[src/rtl/mult16_seq_pkg.sv]
// Shared types and constants for the sequential 16x16 signed multiplier.
package mult16_seq_pkg;

  localparam int unsigned OP_W       = 16;
  localparam int unsigned DIGIT_W    = 7;
  localparam int unsigned MULT_W     = DIGIT_W + 1;
  localparam int unsigned PROD_W     = 2 * MULT_W;
  localparam int unsigned NUM_DIGITS = (OP_W + DIGIT_W - 1) / DIGIT_W;
  localparam int unsigned NUM_PRODS  = NUM_DIGITS * NUM_DIGITS;
  localparam int unsigned ACC_W      = 32;
  localparam int unsigned K_W        = 4;
  localparam int unsigned SH_W       = 5;
  localparam int unsigned TOP_W      = OP_W - 2 * DIGIT_W;

  typedef enum logic [1:0] {
    IDLE = 2'd0,
    RUN  = 2'd1,
    DONE = 2'd2
  } state_t;

  // Signed 8-bit radix-2^7 digit: low digits zero-extended, top digit sign-extended.
  function automatic logic signed [MULT_W-1:0] digit_sel(input logic [OP_W-1:0] x,
                                                         input logic [1:0]      idx);
    logic signed [MULT_W-1:0] d;
    case (idx)
      2'd0:    d = {1'b0, x[DIGIT_W-1:0]};
      2'd1:    d = {1'b0, x[2*DIGIT_W-1:DIGIT_W]};
      default: d = {{(MULT_W-TOP_W){x[OP_W-1]}}, x[OP_W-1:2*DIGIT_W]};
    endcase
    return d;
  endfunction

endpackage

[src/rtl/hlr_bm1_mod.sv]
// Shared 8x8 signed multiplier primitive (combinational).
module hlr_bm1_mod (
  input  logic signed [7:0]  x,
  input  logic signed [7:0]  y,
  output logic signed [15:0] prod
);

  // Full-precision signed product.
  assign prod = x * y;

endmodule

[src/rtl/mult16_seq_ctrl.sv]
// Sequential 16x16 signed multiplier: nine digit products through one 8x8 multiplier.
// Optional build macro MULT16_SEQ_ZSKIP_EN: zero operand skips straight to DONE.
module mult16_seq_ctrl
  import mult16_seq_pkg::*;
#(
  parameter int unsigned DATA_W = 16
) (
  input  logic              i_clk,
  input  logic              i_rst,
  input  logic              i_valid,
  output logic              o_ready,
  input  logic [DATA_W-1:0] i_a,
  input  logic [DATA_W-1:0] i_b,
  output logic              o_valid,
  input  logic              i_ready,
  output logic [ACC_W-1:0]  o_z
);

  if (DATA_W != OP_W) begin : g_bad_width
    $error("mult16_seq_ctrl: only DATA_W=16 is supported");
  end

  state_t                    state_q, state_d;
  logic [K_W-1:0]            k_q, k_d;
  logic [ACC_W-1:0]          acc_q, acc_d;
  logic [OP_W-1:0]           a_q, a_d, b_q, b_d;
  logic [ACC_W-1:0]          z_q, z_d;
  logic                      ready_q, ready_d;
  logic                      valid_q, valid_d;
  logic [1:0]                di, dj;
  logic [SH_W-1:0]           sh;
  logic signed [MULT_W-1:0]  mx, my;
  logic signed [PROD_W-1:0]  prod;
  logic signed [ACC_W-1:0]   pe;

  // Digit select and weight for the current product; multiplier idles at zero.
  always_comb begin
    di = 2'd0;
    dj = 2'd0;
    mx = '0;
    my = '0;
    sh = '0;
    if (state_q == RUN) begin
      di = 2'(k_q / K_W'(NUM_DIGITS));
      dj = 2'(k_q % K_W'(NUM_DIGITS));
      mx = digit_sel(a_q, di);
      my = digit_sel(b_q, dj);
      sh = SH_W'(DIGIT_W * (32'(di) + 32'(dj)));
    end
  end

  hlr_bm1_mod u_mult (
    .x    (mx),
    .y    (my),
    .prod (prod)
  );

  // Next-state, accumulator and output register inputs.
  always_comb begin
    state_d = state_q;
    k_d     = k_q;
    acc_d   = acc_q;
    a_d     = a_q;
    b_d     = b_q;
    z_d     = z_q;
    pe      = ACC_W'(prod) <<< sh;
    case (state_q)
      IDLE: begin
        if (i_valid && ready_q) begin
          a_d     = OP_W'(i_a);
          b_d     = OP_W'(i_b);
          acc_d   = '0;
          k_d     = '0;
          state_d = RUN;
`ifdef MULT16_SEQ_ZSKIP_EN
          if ((i_a == '0) || (i_b == '0)) begin
            z_d     = '0;
            state_d = DONE;
          end
`endif
        end
      end
      RUN: begin
        acc_d = acc_q + pe;
        if (k_q == K_W'(NUM_PRODS - 1)) begin
          z_d     = acc_d;
          state_d = DONE;
        end else begin
          k_d = k_q + K_W'(1);
        end
      end
      DONE: begin
        if (i_ready) begin
          state_d = IDLE;
        end
      end
      default: state_d = IDLE;
    endcase
    ready_d = (state_d == IDLE);
    valid_d = (state_d == DONE);
  end

  // State and registered outputs, synchronous reset.
  always_ff @(posedge i_clk) begin
    if (i_rst) begin
      state_q <= IDLE;
      k_q     <= '0;
      acc_q   <= '0;
      a_q     <= '0;
      b_q     <= '0;
      z_q     <= '0;
      ready_q <= 1'b1;
      valid_q <= 1'b0;
    end else begin
      state_q <= state_d;
      k_q     <= k_d;
      acc_q   <= acc_d;
      a_q     <= a_d;
      b_q     <= b_d;
      z_q     <= z_d;
      ready_q <= ready_d;
      valid_q <= valid_d;
    end
  end

  assign o_ready = ready_q;
  assign o_valid = valid_q;
  assign o_z     = z_q;

endmodule

[config.mk]
export PLATFORM = sky130hd
export DESIGN_NAME = mult16_seq_ctrl
export DESIGN_NICKNAME = d
export VERILOG_FILES = /design/src/rtl/mult16_seq_pkg.sv /design/src/rtl/hlr_bm1_mod.sv /design/src/rtl/mult16_seq_ctrl.sv
export SDC_FILE = /design/constraint.sdc
export NUM_CORES = 1
export LEC_CHECK = 0
export CAP_MARGIN = 20
export CORE_ASPECT_RATIO = 1.2
export CORE_MARGIN = 4
export CORE_UTILIZATION = 33
export CTS_BUF_LIST = sky130_fd_sc_hd__clkbuf_4
export DETAILED_ROUTE_END_ITERATION = 10
export GPL_TIMING_DRIVEN = 1
export MAX_ROUTING_LAYER = met4
export PLACE_DENSITY_LB_ADDON = 0.05
export SETUP_SLACK_MARGIN = 0.3
export SLEW_MARGIN = 15
export SYNTH_ARGS = -nofsm -noshare
export SYNTH_HDL_FRONTEND = slang
export SYNTH_SLANG_ARGS = --single-unit
[constraint.sdc]
create_clock -name i_clk -period 9.9 [get_ports i_clk]
set_input_delay 2.97 -clock i_clk [delete_from_list [all_inputs] [get_ports i_clk]]
set_output_delay 2.97 -clock i_clk [all_outputs]
set_load 0.01 [all_outputs]
==> flow_summary.toml <==
[power]
power_leakage_nw = 4.90
vdd_drop_max_uv = 71.8
internal_power_w = 0.000572
power_switching_share = 0.311
combPwrFrac = 0.175
powerDensity_nw_per_um2 = 71.1
clkPwrFrac = 0.300
seqPwrFrac = 0.525
p_sw_w = 0.000259

[detailed_routing]
route.detailed.drc = 0
first_pass_iters = 5
ant_nets = 0
vias_per_cell = 4.96
drt_iter0_markers = 341
wirelength_um = 26800
dr_total_vias = 8473
wire_per_inst_um = 15.7

[sta]
worstMarginPinSlew_ps = 763
fin_worst_skew_ps = 31.6
grt_setup_unrepaired = "true"
setup_ws_ps = 650
relSlewSlack = 0.485
fin_crit_ps = 9250
max_freq_mhz = 108
setup_viol = 0
finalHoldViolCount = 0
maxSlewViolCount = 0
whs_ps = 461
finalCritPeriodShare = 0.934

[synth]
ys_top_cells_by_count = "nand2_1, nor2_1, a21oi_1"
synth_area_leaders = "dfxtp_1, fa_1, ha_1"
synth.top_cell.area_share = 0.220
ys_ff_latch = 104
syn-mean-instance-area_um2 = 7.74
synthCells = 1222
ys_async_sr_fraction = 0
synthDistinctLibCells = 68
yosysWarnings = 0
synth_top_cell_by_area = "dfxtp_1"
synth-edff-count = 0
synth_flop_cell = "dfxtp_1"
netlist_area_um2 = 9460
yosysMostFrequentCell = "nand2_1"
yosysSeqAreaShare = 0.220
syn-num-nets = 1389

[clock_network]
numCtsBuffers = 9
clkTransAtPathRegs_ps = 180
cts_tree = "done"
clkSinkCount = 104
clock-root-buffer = "clkbuf_4"
clock_latency_ps = 530
postCtsHoldBufs = 0
h-tree-depth = 3
clock_path_buffers = 2

[global_route]
grt_pass1_wl_um = 44000
grt_pass1_vias = 8523
grt_use_total = 0.175
grt_start_max_net_pins = 56
antenna_found_initial = 1
grt-ovfl-total = 0

[cells_and_area]
final_util = 0.416
nNetsFinal = 1491
area_growth_pct = 23.6
stdcell_count = 1709
drive_gt1_frac = 0.172
fillCellCount = 2938

[floorplanning]
rows = 67
ios = 70
fp.dieH_um = 193
die_x_um = 163
die_area_um2 = 31500
coreArea_um2 = 28100
initial_utilization = 0.337

[placed_design]
io_buffers = 69
hpwl_um = 20800
place.gp.congestion = 0.911
place_ws_ps = -70.4
place_inst = 1665

[critical_path]
crit_top_cell = "fa_1"
endpoint_kind = "flip-flop"
rrSetupSlack_ps = 650
cp_data_arrival_time_ps = 9710
cp_slowest_cell = "fa_1"
path_class = "reg2reg"
crit_fanout = 6
cp_slowest_stage_delay_ps = 570
required_ps = 10360
start_kind = "flip-flop"

[run_status]
status = "finished, final reports clean"

[worst_hold_path]
hold_path_class = "reg2reg"

[run]
drv_cap = 0
cells in the final DEF (no fill, tap or decap), types with 11 or more instances in the layout:
master / n
nor2b_1: 11
nor3_1: 17
a21o_1: 22
a22oi_1: 24
ha_1: 56
or2_2: 11
buf_4: 82
a21oi_1: 108
nand3_1: 15
xnor2_1: 30
nor2_1: 138
dfxtp_1: 102
o21ai_0: 29
fa_1: 59
mux2_2: 11
xor2_1: 15
mux2i_1: 18
clkdlybuf4s50_1: 68
nand2b_1: 11
nand2_1: 180
inv_1: 98
o21ai_1: 11
flip-flops by register name, indices dropped and copies added, names as in the netlist:
name	count
state_q	2
o_z	32
o_ready	1
a_q	16
b_q	16
o_valid	1
k_q	4
acc_q	32
path summary, 6_finish.rpt:
check | from | cells after the start | to
worst max-delay path | k_q[2] | 42 | o_z[29]
worst min-delay path | o_z[15] | 2 | o_z[15]
worst max register to register | k_q[2] | 42 | o_z[29]
worst min register to register | o_z[15] | 2 | o_z[15]
layer usage:
layer  GRT usage  routed length (um)  vias up  part of all wire
met4      0.0401                 512        0             0.019
met5           -                   0        -                 0
met3      0.0185                 519       30             0.019
met1       0.207               11700     4009              0.44
met2       0.316               14100       93              0.53
li1            -                   -     4341                 -
critical path, delay by kind of cell (launching register included):
family,cells,cell delay (ps)
compound gates,13,2310
xor+xnor,3,420
fa+ha+maj,10,3580
buf+inv,5,520
flops,1,370
mux,3,690
simple gates,8,1300
logic make-up (layout without fill, tap and decap cells):
| logic type | after synthesis | count (layout) | share of synthesized area |
|---|---|---|---|
| multiplexers | 37 | 37 | 0.0413 |
| XOR/XNOR | 49 | 49 | 0.0454 |
| other | 0 | 1 | 0 |
| adder cells (fa/ha/maj) | 131 | 131 | 0.221 |
| AND/OR/NAND/NOR | 436 | 436 | 0.201 |
| buffers and inverters | 163 | 270 | 0.0714 |
| AO/OA/AOI/OAI | 302 | 302 | 0.200 |
| flip-flops | 104 | 104 | 0.220 |
what timing repair did:
action	in CTS	in global routing
pin swaps	10	52
setup buffers	4	22
endpoints found under the setup margin	25	35
resized for setup	14	103
hold endpoints to repair	0	0
power by group through the flow:
stage,combinational [W],clock [W],sequential (W)
final,0.000146,0.000249,0.000436
after CTS,0.000136,0.000264,0.000437
after global routing,0.000162,0.000277,0.000438
after floorplan,0.0000853,0,0.000443
after global placement,0.000133,0,0.000445
after detailed placement,0.000133,0,0.000445
per-stage QoR:
stage | instance area [um2] | TNS [ps] | power [W]
after global placement | 10800 | 0 | 0.000578
after CTS | 11000 | 0 | 0.000837
after floorplan | 9460 | 0 | 0.000528
final | 11700 | 0 | 0.000831
after global routing | 11700 | 0 | 0.000877
after detailed placement | 10800 | -138 | 0.000578
cell type report:
| type | instances | area (um2) | area share |
|---|---|---|---|
| diodes | 1 | 2.50 | 0.000214 |
| clock buffers | 9 | 67.6 | 0.00578 |
| repair buffers | 153 | 1360 | 0.116 |
| flip-flops and latches | 104 | 2080 | 0.178 |
| well taps | 379 | 474 | 0.0406 |
| clock inverters | 7 | 90.1 | 0.00770 |
| inverters | 101 | 384 | 0.0329 |
| multi-input cells | 955 | 7230 | 0.619 |
(Power assumes the default switching activity.)
==> RTL edit 1, RTL diff (config.mk and constraints unchanged) <==
`a_q` no longer has a reset.
--- a/src/rtl/mult16_seq_ctrl.sv
+++ b/src/rtl/mult16_seq_ctrl.sv
@@ -107,5 +107,4 @@
       k_q     <= '0;
       acc_q   <= '0;
-      a_q     <= '0;
       b_q     <= '0;
       z_q     <= '0;
@@ -116,5 +115,4 @@
       k_q     <= k_d;
       acc_q   <= acc_d;
-      a_q     <= a_d;
       b_q     <= b_d;
       z_q     <= z_d;
@@ -122,4 +120,8 @@
       valid_q <= valid_d;
     end
+  end
+
+  always_ff @(posedge i_clk) begin
+    a_q <= a_d;
   end
 
Behaviour: no difference found for any inputs over 10 cycles, from zero or initial values and one cycle with i_rst high; that may be too few to reach the edited logic, so the function may still have changed.
==> RTL edit 1 against the unedited design <==
  * Synthesized cell count down 7.2%
  * Area after synthesis is 3.1% lower
  * Via count fell by 4.5%
  * Wire length fell by 5.3%
  * Sequential cell count did not move
  * Non-clock buffer count is 17 higher
  * Sequential power grew 3%
  * Critical path depth rose by 1
  * Worst setup slack lost 0.096 ns
  * Utilization increased by 1.5 points
  * Total power rose by 6.4%
  * Final area rose by 0.42%
  * Critical path type unchanged
  * Critical endpoint is now o_z[31]
  * Highest routed layer unchanged
==> RTL edit 1: results (changes against the unedited design) <==
| Metric | Value |
|---|---|
| Final std cells w/o fill | 1,610 (was 1,709) |
| Routability cong. | 0.907 (was 0.911) |
| Gr usage total | 17.3% (was 17.5%) |
| Leak | 4.95 nW (was 4.90 nW) |
| Initial DRC Count | 243 (was 341) |
| Synth area leaders | dfxtp_1 (19%), fa_1 (13%), ha_1 (9.7%) (was dfxtp_1 (22%), fa_1 (13%), ha_1 (9.4%)) |
| Max Slew Vio Count | 0 (unchanged) |
| Pin count of the biggest net entering global routing | 94 (was 56) |
| Fillers | 2,805 (was 2,938) |
| Vias in the first global route | 8,308 (was 8,523) |
| Switching portion of total power | 32.0% (was 31.1%) |
| First-pass GRT wire length | 42,000 um (was 44,000 um) |
| Sequential area share after synthesis | 24.5% (was 22.0%) |
| Setup TNS | 0 ns (unchanged) |
| Yosys cell types | 63 (was 68) |
| Dpl hpwl | 19,600 um (was 20,800 um) |
| Syn Nets | 1,301 (was 1,389) |
| Wire length per cell | 15.8 um (was 15.7 um) |
| Setup slack at placement | -0.0122 ns (was -0.0704 ns) |
| Fraction of layout cells with a size suffix above 1 | 20.4% (was 17.2%) |
| Via-to-Cell Ratio | 5.03 (was 4.96) |
| Cell count after synthesis | 1,134 (was 1,222) |
| Hold Crit Class | flop to flop (unchanged) |
| Min-delay src | o_z[16] (was o_z[15]) |
| Relative slew slack | 32.1% (was 48.5%) |
| Final net count | 1,430 (was 1,491) |
| Clk buf depth | 2 (unchanged) |
| EDFF count, synth | 16 (was 0) |
| Crit-path max cell delay | 0.55 ns (was 0.57 ns) |
| Clk pwr share | 29.6% (was 30.0%) |
| Commonest cells in the netlist | nor2_1 (151), nand2_1 (136), a21oi_1 (102) (was nand2_1 (180), nor2_1 (143), a21oi_1 (117)) |
| Placed inst area | 10,600 sq um (was 10,800 sq um) |
| Final Power | 884 uW (was 831 uW) |
| Seq pwr share | 50.7% (was 52.5%) |
| WP data arrival | 9.82 ns (was 9.71 ns) |
| Status | completed (unchanged) |
| Worst-path maximum fanout | 8 (was 6) |
| Worst vdd ir | 0.0604 mV (was 0.0718 mV) |
| Clock skew | 0.0315 ns (was 0.0316 ns) |
| R2r startpoint | k_q[1] (was k_q[2]) |
| Initial antenna violation count | 2 (was 1) |
| Root buffer cell | clkbuf_4 (unchanged) |
==> RTL edit 1: layout make-up <==
class                      count  area, sq um  share of cell area (%)
antenna                        2         5.00                  0.0426
clock buffer                   9         67.6                   0.575
clock inverter                 7         93.8                   0.799
inverter                     102          385                    3.28
multi-input combinational    876         7020                    59.8
sequential                   104         2250                    19.1
tap                          340          425                    3.62
timing repair buffer         170         1500                    12.8
==> RTL edit 1: cell families after synthesis <==
kind of cell	count (synthesis)	share of synthesized area (%)
AOI/OAI and AO/OA	278	19.1
adders and majority gates	131	22.8
DFF	104	24.5
muxes	43	4.86
buffers and inverters	154	6.44
and+or+nand+nor	372	17.4
xor gates and xnor gates	52	4.97
==> RTL edit 1: repair_timing <==
item,in CTS,in global routing
hold endpoints to repair,0,0
hold buffers,0,0
pin swaps,34,85
setup buffers,16,20
gates resized for setup,30,126
endpoints found under the setup margin,12,30
==> RTL edit 1: worst reg2reg max path, delay by kind of cell, from the launching register on <==
| family | cells | cell delay, ns |
|---|---|---|
| compound gates | 12 | 2.82 |
| flops | 1 | 0.44 |
| xor+xnor | 3 | 0.42 |
| simple gates | 9 | 1.11 |
| fa+ha+maj | 9 | 3.30 |
| buf+inv | 7 | 0.49 |
| mux | 3 | 0.70 |
==> RTL edit 1: final timing paths <==
| kind | cells after the start | slack [ns] | end |
|---|---|---|---|
| min reg2reg | 2 | 0.46 | o_z[16] |
| max | 43 | 0.55 | o_z[31] |
| max reg2reg | 43 | 0.55 | o_z[31] |
| min | 2 | 0.46 | o_z[16] |
==> RTL edit 1: layer usage <==
metal	up-vias	GRT usage (%)	part of all wire, %
met5	-	-	0
met4	0	6.75	3.3
met3	38	2.14	2.3
met2	104	32.1	54
met1	3854	18.9	41
li1	4099	-	-
==> RTL edit 2, RTL diff (config.mk and constraints unchanged) <==
Without the edit above. Build with the macro `MULT16_SEQ_ZSKIP_EN` defined.
--- a/src/rtl/mult16_seq_ctrl.sv
+++ b/src/rtl/mult16_seq_ctrl.sv
@@ -1,4 +1,6 @@
 // Sequential 16x16 signed multiplier: nine digit products through one 8x8 multiplier.
 // Optional build macro MULT16_SEQ_ZSKIP_EN: zero operand skips straight to DONE.
+`define MULT16_SEQ_ZSKIP_EN
+
 module mult16_seq_ctrl
   import mult16_seq_pkg::*;
Check against the original RTL: not equivalent (Yosys sat finds a counterexample within 4 cycles, from zero or initial values and one cycle with i_rst high).
==> RTL edit 2 against the unedited design <==
  * Area after synthesis up 2.8%
  * Fmax down 0.15%
  * Final area up 7.0%
  * Wire length up 13%
  * Worst setup slack worse by 0.014 ns
  * Sequential cell count unchanged
  * Clock skew up 0.0054 ns
  * Synthesized cell count up 2.6%
  * Sequential share of layout area down 1.2 points
  * Largest cell class unchanged
  * Highest routed layer unchanged
Power is not compared: it rests on default switching activity, and its combinational part moved more than twofold at a synthesized area within 25%.
==> RTL edit 2: results (changes against the unedited design) <==
| Metric | Value |
|---|---|
| Clk power | 235 uW |
| Initial antenna violation count | 1 (unchanged) |
| Syn Std Cell Area | 9730 sq um (was 9460 sq um) |
| Min-delay src | o_z[23] (was o_z[15]) |
| Worst-Margin Slew | 1.00 ns (was 0.763 ns) |
| Gr usage total | 19.4% (was 17.5%) |
| Vias in the first global route | 9,278 (was 8,523) |
| Sequential area share after synthesis | 21.4% (was 22.0%) |
| Commonest cells in the netlist | nor2_1 (155), nand2_1 (151), a21oi_1 (115) (was nand2_1 (180), nor2_1 (143), a21oi_1 (117)) |
| DR WL met2 | 16,700 um (was 14,100 um) |
| Routing usage on met1 | 20.4% (was 20.7%) |
| Status | completed (unchanged) |
| Final Power | about 1.0 mW |
| R2r startpoint | k_q[3] (was k_q[2]) |
| Fin area | 12,500 sq um (was 11,700 sq um) |
| First-pass GRT wire length | 48,500 um (was 44,000 um) |
| Multi-input comb cells | 989 (was 955) |
| Met3 WL | 664 um (was 519 um) |
| Met2 global-route usage | 36.9% (was 31.6%) |
| Routability cong. | 0.898 (was 0.911) |
| Logic inverters | 98 (was 101) |
| Crit-path max cell delay | ~0.56 ns |
| Fillers | 3,024 (was 2,938) |
| Pre-antenna DRT Iters | 6 (was 5) |
| Worst skew pair latency | 0.50 ns (was 0.53 ns) |
| Clock skew | 0.0370 ns (was 0.0316 ns) |
| Fraction of layout cells with a size suffix above 1 | 20.9% (was 17.2%) |
| Placed instance count | 1,724 (was 1,665) |
| Worst-path clk slew | 0.20 ns (was 0.18 ns) |
| Syn Nets | 1,422 (was 1,389) |
| Synth area leaders | dfxtp_1 (21%), fa_1 (12%), ha_1 (9.3%) (was dfxtp_1 (22%), fa_1 (13%), ha_1 (9.4%)) |
| Dpl hpwl | 23,700 um (was 20,800 um) |
| Drt total wl | 30,300 um (was 26,800 um) |
| GRT met3 Usage | 2.00% (was 1.85%) |
| Fraction of area in registers | 16.7% (was 17.8%) |
| Non-CTS buffers | 188 (was 153) |
| Yosys cell types | 82 (was 68) |
| Proportion of cell area spent on the clock network | 1.10% (was 1.35%) |
| Via-to-Cell Ratio | 5.10 (was 4.96) |
| Wire length per cell | 17.0 um (was 15.7 um) |
| WP data arrival | 9.65 ns (was 9.71 ns) |
| Pin count of the biggest net entering global routing | 69 (was 56) |
| Initial DRC Count | 360 (was 341) |
| DRT met1 WL | 11,800 um (was 11,700 um) |
| Syn avg cell area | 7.76 sq um (was 7.74 sq um) |
| Seq cells | 104 (unchanged) |
| Slowest cell on the critical path | fa_2 (was fa_1) |
| CP startpoint | k_q[3] (was k_q[2]) |
| H-tree levels | 3 (unchanged) |
| Worst vdd ir | around 0.052 mV |
| Buffer share of cell area | 13.2% (was 11.6%) |
| Worst-path maximum fanout | 8 (was 6) |
| Final net count | 1,558 (was 1,491) |
| Setup slack at placement | -0.191 ns (was -0.0704 ns) |
| Placed inst area | 11,300 sq um (was 10,800 sq um) |
| Area of the multi-input gates | 7780 sq um (was 7230 sq um) |
[RTL edit 2: cell count changes in the layout (fill, tap and decap cells not counted), moves of 7 or more]
| cell | before | now |
|---|---|---|
| a21oi_1 | 108 | 100 |
| a22o_1 | 8 | 1 |
| buf_4 | 82 | 107 |
| buf_6 | 1 | 10 |
| inv_1 | 98 | 87 |
| mux2_2 | 11 | 1 |
| nand2_1 | 180 | 146 |
| nand3_1 | 15 | 37 |
| nand3b_1 | 1 | 10 |
| nor3_2 | 2 | 9 |
| nor3b_1 | 0 | 9 |
[RTL edit 2: kinds of logic after synthesis]
group | share of synthesized area [%]
compound gates | 20.3
xor+xnor | 4.50
buf+inv | 6.30
simple gates | 22.3
flops | 21.4
mux | 3.58
fa+ha+maj | 21.6
[RTL edit 2: worst paths after layout]
check	to	slack, ns	cells past startpoint
worst min register to register	o_z[23]	0.47	2
worst max-delay path	o_z[29]	0.64	41
worst min-delay path	o_z[23]	0.47	2
worst max register to register	o_z[29]	0.64	41
[RTL edit 2: timing repair]
action,CTS,global route
cloned,0,0
setup buffers,13,27
resized for setup,45,121
hold buffers,0,0
pin swaps,20,87
endpoints found under the setup margin,25,37
[RTL edit 2: critical path: cells and delay by family, from the launching register on]
family          cells  cell delay [ns]
fa+ha+maj          10             3.35
compound gates     15             2.76
simple gates        6             1.03
mux                 2             0.84
buf+inv             7             0.61
flops               1             0.36
xor+xnor            1             0.15
[RTL edit 2: through the flow]
| step | hold WS, ns | setup TNS, ns |
|---|---|---|
| floorplan | 0.433 | 0 |
| global placement | 0.444 | -0.0207 |
| detailed placement | 0.445 | -0.695 |
| CTS | 0.470 | 0 |
| global route | 0.490 | 0 |
| finish | 0.468 | 0 |
